--- src/rtl/elevator_pkg.sv ---
// Shared types and constants for the 4-floor collective elevator controller.
package elevator_pkg;

  localparam int unsigned NFLOORS       = 4;
  localparam int unsigned REQ_CAR       = 4;
  localparam int unsigned REQ_FLOOR_MSB = 3;
  localparam int unsigned REQ_FLOOR_LSB = 1;
  localparam int unsigned REQ_DOWN      = 0;

  typedef enum logic [1:0] {
    ST_IDLE,
    ST_MOVE_UP,
    ST_MOVE_DN,
    ST_DOOR
  } state_e;

  typedef logic [NFLOORS-1:0] lamp_t;

  // Floors strictly above f.
  function automatic lamp_t above_mask(input logic [1:0] f);
    return (lamp_t'('1) << f) << 1;
  endfunction

  // Floors strictly below f.
  function automatic lamp_t below_mask(input logic [1:0] f);
    return ~(lamp_t'('1) << f);
  endfunction

endpackage

--- src/rtl/elev_timer.sv ---
// Down-counting phase timer shared by the move and door phases; load wins over count.
module elev_timer #(
  parameter int unsigned TW = 28
) (
  input  logic          clk,
  input  logic          rst,
  input  logic          load_i,
  input  logic [TW-1:0] load_val_i,
  input  logic          count_i,
  output logic          done_o
);

  logic [TW-1:0] cnt_q;

  always_ff @(posedge clk or posedge rst) begin
    if (rst) begin
      cnt_q <= '0;
    end else if (load_i) begin
      cnt_q <= load_val_i;
    end else if (count_i && (cnt_q != '0)) begin
      cnt_q <= cnt_q - TW'(1);
    end
  end

  // Asserted during the last cycle of a loaded interval.
  always_comb done_o = (cnt_q <= TW'(1));

endmodule

--- src/rtl/elevator_scheduler.sv ---
// Collective (SCAN) controller for a 4-floor car: request latches, floor/direction
// tracking and IDLE/MOVE/DOOR sequencing driven by a shared phase timer.
module elevator_scheduler
  import elevator_pkg::*;
#(
  parameter int unsigned MOVE_CYCLES = 100_000_000,
  parameter int unsigned DOOR_CYCLES = 200_000_000,
  parameter int unsigned TW          = 28
) (
  input  logic       clk,
  input  logic       rst,
  input  logic       req_valid,
  input  logic [4:0] req_code,
  output logic [1:0] cur_floor,
  output logic       dir_up,
  output logic       moving,
  output logic       door_open,
  output logic [3:0] up_lamp,
  output logic [3:0] dn_lamp,
  output logic [3:0] car_lamp
);

  state_e        state_q, state_d;
  logic [1:0]    floor_q, floor_d;
  logic          dir_q, dir_d;
  lamp_t         up_q, up_d, dn_q, dn_d, car_q, car_d;

  logic          req_car, req_dn, req_ok, door_hit, latch_ok;
  logic [2:0]    req_fl;
  logic [1:0]    req_idx;
  lamp_t         req_onehot, set_up, set_dn, set_car;
  lamp_t         clr_up, clr_dn, clr_car, all_req, eval_onehot;

  logic [1:0]    eval_floor;
  logic          ah_up, ah_dn, here, ahead_dir, behind, dir_hall, opp_hall, stop;
  logic          enter_door;
  logic          tmr_load, tmr_count, tmr_done;
  logic [TW-1:0] tmr_val;

  elev_timer #(.TW(TW)) u_timer (
    .clk        (clk),
    .rst        (rst),
    .load_i     (tmr_load),
    .load_val_i (tmr_val),
    .count_i    (tmr_count),
    .done_o     (tmr_done)
  );

  always_comb begin
    req_car  = req_code[REQ_CAR];
    req_dn   = req_code[REQ_DOWN];
    req_fl   = req_code[REQ_FLOOR_MSB:REQ_FLOOR_LSB];
    req_idx  = req_fl[1:0] - 2'd1;
    req_ok   = req_valid && (req_fl >= 3'd1) && (req_fl <= 3'd4)
               && !(req_car && req_dn)
               && !(!req_car && !req_dn && (req_fl == 3'd4))
               && !(!req_car && req_dn && (req_fl == 3'd1));
    // A call for the floor whose door is open is answered by holding the door.
    door_hit = req_ok && (state_q == ST_DOOR) && (req_idx == floor_q);
    latch_ok = req_ok && !door_hit;
    req_onehot = lamp_t'(1) << req_idx;
    set_car  = (latch_ok && req_car)            ? req_onehot : '0;
    set_up   = (latch_ok && !req_car && !req_dn) ? req_onehot : '0;
    set_dn   = (latch_ok && !req_car && req_dn)  ? req_onehot : '0;
  end

  // Floor being decided on: the arriving floor while moving, else the current one.
  always_comb begin
    eval_floor = floor_q;
    if ((state_q == ST_MOVE_UP) && (floor_q != 2'd3)) begin
      eval_floor = floor_q + 2'd1;
    end else if ((state_q == ST_MOVE_DN) && (floor_q != 2'd0)) begin
      eval_floor = floor_q - 2'd1;
    end
    eval_onehot = lamp_t'(1) << eval_floor;
    all_req   = up_q | dn_q | car_q;
    ah_up     = |(all_req & above_mask(eval_floor));
    ah_dn     = |(all_req & below_mask(eval_floor));
    here      = car_q[eval_floor] | up_q[eval_floor] | dn_q[eval_floor];
    ahead_dir = dir_q ? ah_up : ah_dn;
    behind    = dir_q ? ah_dn : ah_up;
    dir_hall  = dir_q ? up_q[eval_floor] : dn_q[eval_floor];
    opp_hall  = dir_q ? dn_q[eval_floor] : up_q[eval_floor];
    stop      = car_q[eval_floor] | dir_hall | (opp_hall & ~ahead_dir);
  end

  always_ff @(posedge clk or posedge rst) begin
    if (rst) begin
      state_q <= ST_IDLE;
      floor_q <= '0;
      dir_q   <= 1'b1;
      up_q    <= '0;
      dn_q    <= '0;
      car_q   <= '0;
    end else begin
      state_q <= state_d;
      floor_q <= floor_d;
      dir_q   <= dir_d;
      up_q    <= up_d;
      dn_q    <= dn_d;
      car_q   <= car_d;
    end
  end

  always_comb begin
    state_d    = state_q;
    floor_d    = floor_q;
    dir_d      = dir_q;
    tmr_load   = 1'b0;
    tmr_count  = 1'b0;
    tmr_val    = TW'(MOVE_CYCLES);
    enter_door = 1'b0;
    clr_up     = '0;
    clr_dn     = '0;
    clr_car    = '0;
    case (state_q)
      ST_IDLE: begin
        if (here) begin
          enter_door = 1'b1;
        end else if (ah_up && (dir_q || !ah_dn)) begin
          state_d  = ST_MOVE_UP;
          dir_d    = 1'b1;
          tmr_load = 1'b1;
        end else if (ah_dn) begin
          state_d  = ST_MOVE_DN;
          dir_d    = 1'b0;
          tmr_load = 1'b1;
        end
      end
      ST_MOVE_UP, ST_MOVE_DN: begin
        tmr_count = 1'b1;
        if (tmr_done) begin
          floor_d = eval_floor;
          if (stop) enter_door = 1'b1;
          else      tmr_load   = 1'b1;
        end
      end
      ST_DOOR: begin
        tmr_count = 1'b1;
        if (door_hit) begin
          tmr_load = 1'b1;
          tmr_val  = TW'(DOOR_CYCLES);
        end else if (tmr_done) begin
          state_d = ST_IDLE;
        end
      end
      default: state_d = ST_IDLE;
    endcase
    // Door entry is shared by IDLE and MOVE; an answered opposite-direction hall call
    // also turns the car around, as does work remaining only behind it.
    if (enter_door) begin
      state_d  = ST_DOOR;
      tmr_load = 1'b1;
      tmr_val  = TW'(DOOR_CYCLES);
      clr_car  = eval_onehot;
      if (ahead_dir) begin
        if (dir_q) clr_up = eval_onehot;
        else       clr_dn = eval_onehot;
      end else begin
        clr_up = eval_onehot;
        clr_dn = eval_onehot;
        if (behind || opp_hall) dir_d = ~dir_q;
      end
    end
    up_d  = (up_q  & ~clr_up)  | set_up;
    dn_d  = (dn_q  & ~clr_dn)  | set_dn;
    car_d = (car_q & ~clr_car) | set_car;
  end

  always_comb begin
    cur_floor = floor_q;
    dir_up    = dir_q;
    moving    = (state_q == ST_MOVE_UP) || (state_q == ST_MOVE_DN);
    door_open = (state_q == ST_DOOR);
    up_lamp   = up_q;
    dn_lamp   = dn_q;
    car_lamp  = car_q;
  end

endmodule

--- config.mk ---
export PLATFORM = sky130hd
export DESIGN_NAME = elevator_scheduler
export DESIGN_NICKNAME = d
export VERILOG_FILES = /design/src/rtl/elevator_pkg.sv /design/src/rtl/elev_timer.sv /design/src/rtl/elevator_scheduler.sv
export SDC_FILE = /design/constraint.sdc
export NUM_CORES = 1
export LEC_CHECK = 0
export ABC_CLOCK_PERIOD_IN_PS = 5100
export CORE_MARGIN = 4
export CORE_UTILIZATION = 50
export CTS_BUF_LIST = sky130_fd_sc_hd__clkbuf_8
export DETAILED_ROUTE_END_ITERATION = 6
export PLACE_DENSITY = 0.81
export RECOVER_POWER = 50
export SETUP_SLACK_MARGIN = 0.05
export SYNTH_ARGS = -nofsm -noshare
export SYNTH_HDL_FRONTEND = slang
export SYNTH_HIERARCHICAL = 1
export SYNTH_SLANG_ARGS = --single-unit
--- constraint.sdc ---
create_clock -name clk -period 5.1 [get_ports clk]
set_input_delay 1.53 -clock clk [delete_from_list [all_inputs] [get_ports clk]]
set_output_delay 1.53 -clock clk [all_outputs]
set_load 0.02 [all_outputs]
==> flow_metrics.tcl <==
set metrics [dict create \
    status "completed" \
    antenna_cells 0 \
    core_area_um2 6459 \
    gp_congestion 0.9285 \
    nFillCells 609 \
    synthTopCellsByCount "nand2_1 (48), dfrtp_1 (44), o21ai_0 (31), inv_1 (20), nor2_1 (20)" \
    cts_hold_buf 0 \
    cts.path.max_buffers 2 \
    critPathArrivalTime_ns 4.42 \
    wl_per_cell_um 15.98 \
    synth_edf_count 0 \
    slew_headroom_pct 26.94 \
    port_buffers 24 \
    clkTransAtPathRegs_ns 0.10 \
    drt-total-wl_um 8020 \
    crit_top_cell "inv_1" \
    drt-pass1-iter-count 5 \
    ys.flop_type "dfrtp_1" \
    worstSetupPathDepth 12 \
    vias_per_cell 6.102 \
    min_path_type "register to register" \
    layout-drive-gt1-share_pct 9.412 \
    nets 448 \
    synth_area_leader_cell "dfrtp_1" \
    chipHeight_um 90.11 \
    leakage_nw 1.515 \
    clockRootBuffer "clkbuf_8" \
    critPathMaxFanout 47 \
    reg2reg_to "u_timer/cnt_q[7]" \
    worstSetupPathType "input pin to register" \
    yosysSeqAreaShare_pct 33.44 \
    start_util_pct 52.19 \
    die_width_um 90.11 \
    min_period_ns 4.209 \
    ir_drop_mv 0.2141 \
    vias 3063 \
    timing.rr.start "cur_floor[0]" \
    synthArstFlopShare_pct 100.0 \
    grt_pass1_wl_um 14230 \
    fin_setup_tns_ns 0 \
    cts.sinks 45 \
    start_kind "input pin" \
    cp.required_ns 5.31 \
    whs_ns 0.5565 \
    place_hpwl_um 5867 \
    worst_slack_ns 0.8913 \
    setup_viol 0 \
    drt_iter0_markers 292 \
    cts_setup_buffers 0 \
    reg2reg_slack_ns 0.94 \
    rows 29 \
    reg2regPathDepth 13 \
    cp_num_buf_inv 4 \
    maxCapViolCount 0 \
    numCtsBuffers 5 \
    skew_ns 0.01540 \
    dp_slack_ns 0.5952 \
    post_cts_resized 0 \
    endpoint_kind "register" \
    path_cells "clkdlybuf4s50_1 -> inv_1 -> ha_1 -> xor2_1 -> nand3_1 -> nor2_1 -> a21oi_1 -> o21ai_0 -> a21o_1 -> buf_4 -> inv_1 -> mux2_2" \
    final_area_um2 3830 \
    place_area_um2 3719 \
    synth.distinct_cells 69 \
    drv_slew 0 \
    synth.most_common_cell "nand2_1" \
    power.density_nw_per_um2 356.0 \
    dpl.cell_count 494 \
    worstMarginPinSlew_ns 1.095 \
    synth_seq_cells 45 \
    synth_top_cell_area_share_pct 32.67 \
    netlist_instances 387 \
    max_stage_delay_ns 0.60 \
    antenna_left 0 \
    hold_end "dir_up" \
    die_area_um2 8119 \
    cts_max_level 2 \
    grt_use_total_pct 20.78 \
    syn-cell-area_um2 3371 \
    finalCritPeriodShare_pct 82.52 \
    finalPower_mw 1.363 \
    area_growth_pct 13.62 \
    grt-ovfl-total 0 \
    hold_viol_final 0 \
    fin_cells 502 \
    tritoncts "yes" \
    synth_area_per_cell_um2 8.710 \
    grt_max_degree 48 \
    min_path_cells 1 \
    route.detailed.drc 0 \
    clock_latency_ns 0.31 \
    antenna_found_initial 0 \
    yosys-top-cells-area "dfrtp_1 (33%), ha_1 (5.9%), nand2_1 (5.3%)" \
    crit_family "buffers and inverters" \
    layout.core_utilization_pct 59.30 \
    fmaxAchievable_mhz 237.6 \
    ys.warnings.count 6 \
    grt_pass1_vias 3012 \
    rsz0062_at_grt "false" \
    hp-start "dir_up" \
    critPathSlowestCell "clkdlybuf4s50_1" \
    ios 25 \
]
## layout make-up
class / count / area, um^2 / area share (%)
tap: 77 / 96.34 / 2.516
clock inverter: 3 / 42.54 / 1.111
sequential: 45 / 1127 / 29.43
clock buffer: 5 / 68.82 / 1.797
timing repair buffer: 26 / 255.2 / 6.664
multi-input combinational: 325 / 2147 / 56.06
inverter: 21 / 92.59 / 2.418
## where the power goes
group          total (mW)  internal (mW)  switching [mW]
sequential          0.633          0.476           0.157
clock               0.275          0.145           0.130
combinational       0.455          0.221           0.234
## sequential cells by signal, summed over array words and instances, names as in the netlist
register and count:
state_q 2, dn_lamp 4, up_lamp 4, car_lamp 4, u_timer/cnt_q 28, dir_up 1
cur_floor 2
## kinds of logic after synthesis
group,share of synthesized area [%]
AO/OA/AOI/OAI,18.63
XOR/XNOR,6.496
adder cells (fa/ha/maj),5.939
buffers and inverters,4.640
flip-flops,33.44
multiplexers,1.744
other,0.2228
AND/OR/NAND/NOR,28.88
## per-layer routing
metal | up-vias | track usage (%) | routed length [um]
li1 | 1476 | - | -
met1 | 1467 | 29.50 | 3797
met2 | 106 | 31.86 | 3613
met3 | 14 | 4.257 | 496
met4 | 0 | 6.378 | 112
met5 | - | 0 | 0
## how the worst max path moves through the flow
| stage | from | end | slack [ns] |
|---|---|---|---|
| 3_5_place_dp | req_code[1] | u_timer/cnt_q[7] | 0.60 |
| 6_report | req_code[1] | u_timer/cnt_q[7] | 0.89 |
| 3_3_place_gp | req_code[1] | u_timer/cnt_q[7] | 0.73 |
| 2_1_floorplan | cur_floor[0] | u_timer/cnt_q[1] | 1.20 |
| 5_1_grt | req_code[1] | u_timer/cnt_q[1] | 0.47 |
| 4_1_cts | req_code[1] | u_timer/cnt_q[7] | 0.92 |
## layout by cell type, fill, tap and decap left out, types with 9 or more instances in the layout
master / count
clkdlybuf4s50_1: 16
dfrtp_1: 44
o21ai_0: 31
xor2_1: 16
nor2_1: 20
nand3_1: 16
a21oi_1: 9
inv_1: 21
nand2_1: 48
conb_1: 18
ha_1: 16
nor4_1: 10
a22o_1: 11
nor3_1: 11
xnor2_1: 9
Note: power is estimated with default switching activity, not from simulation.
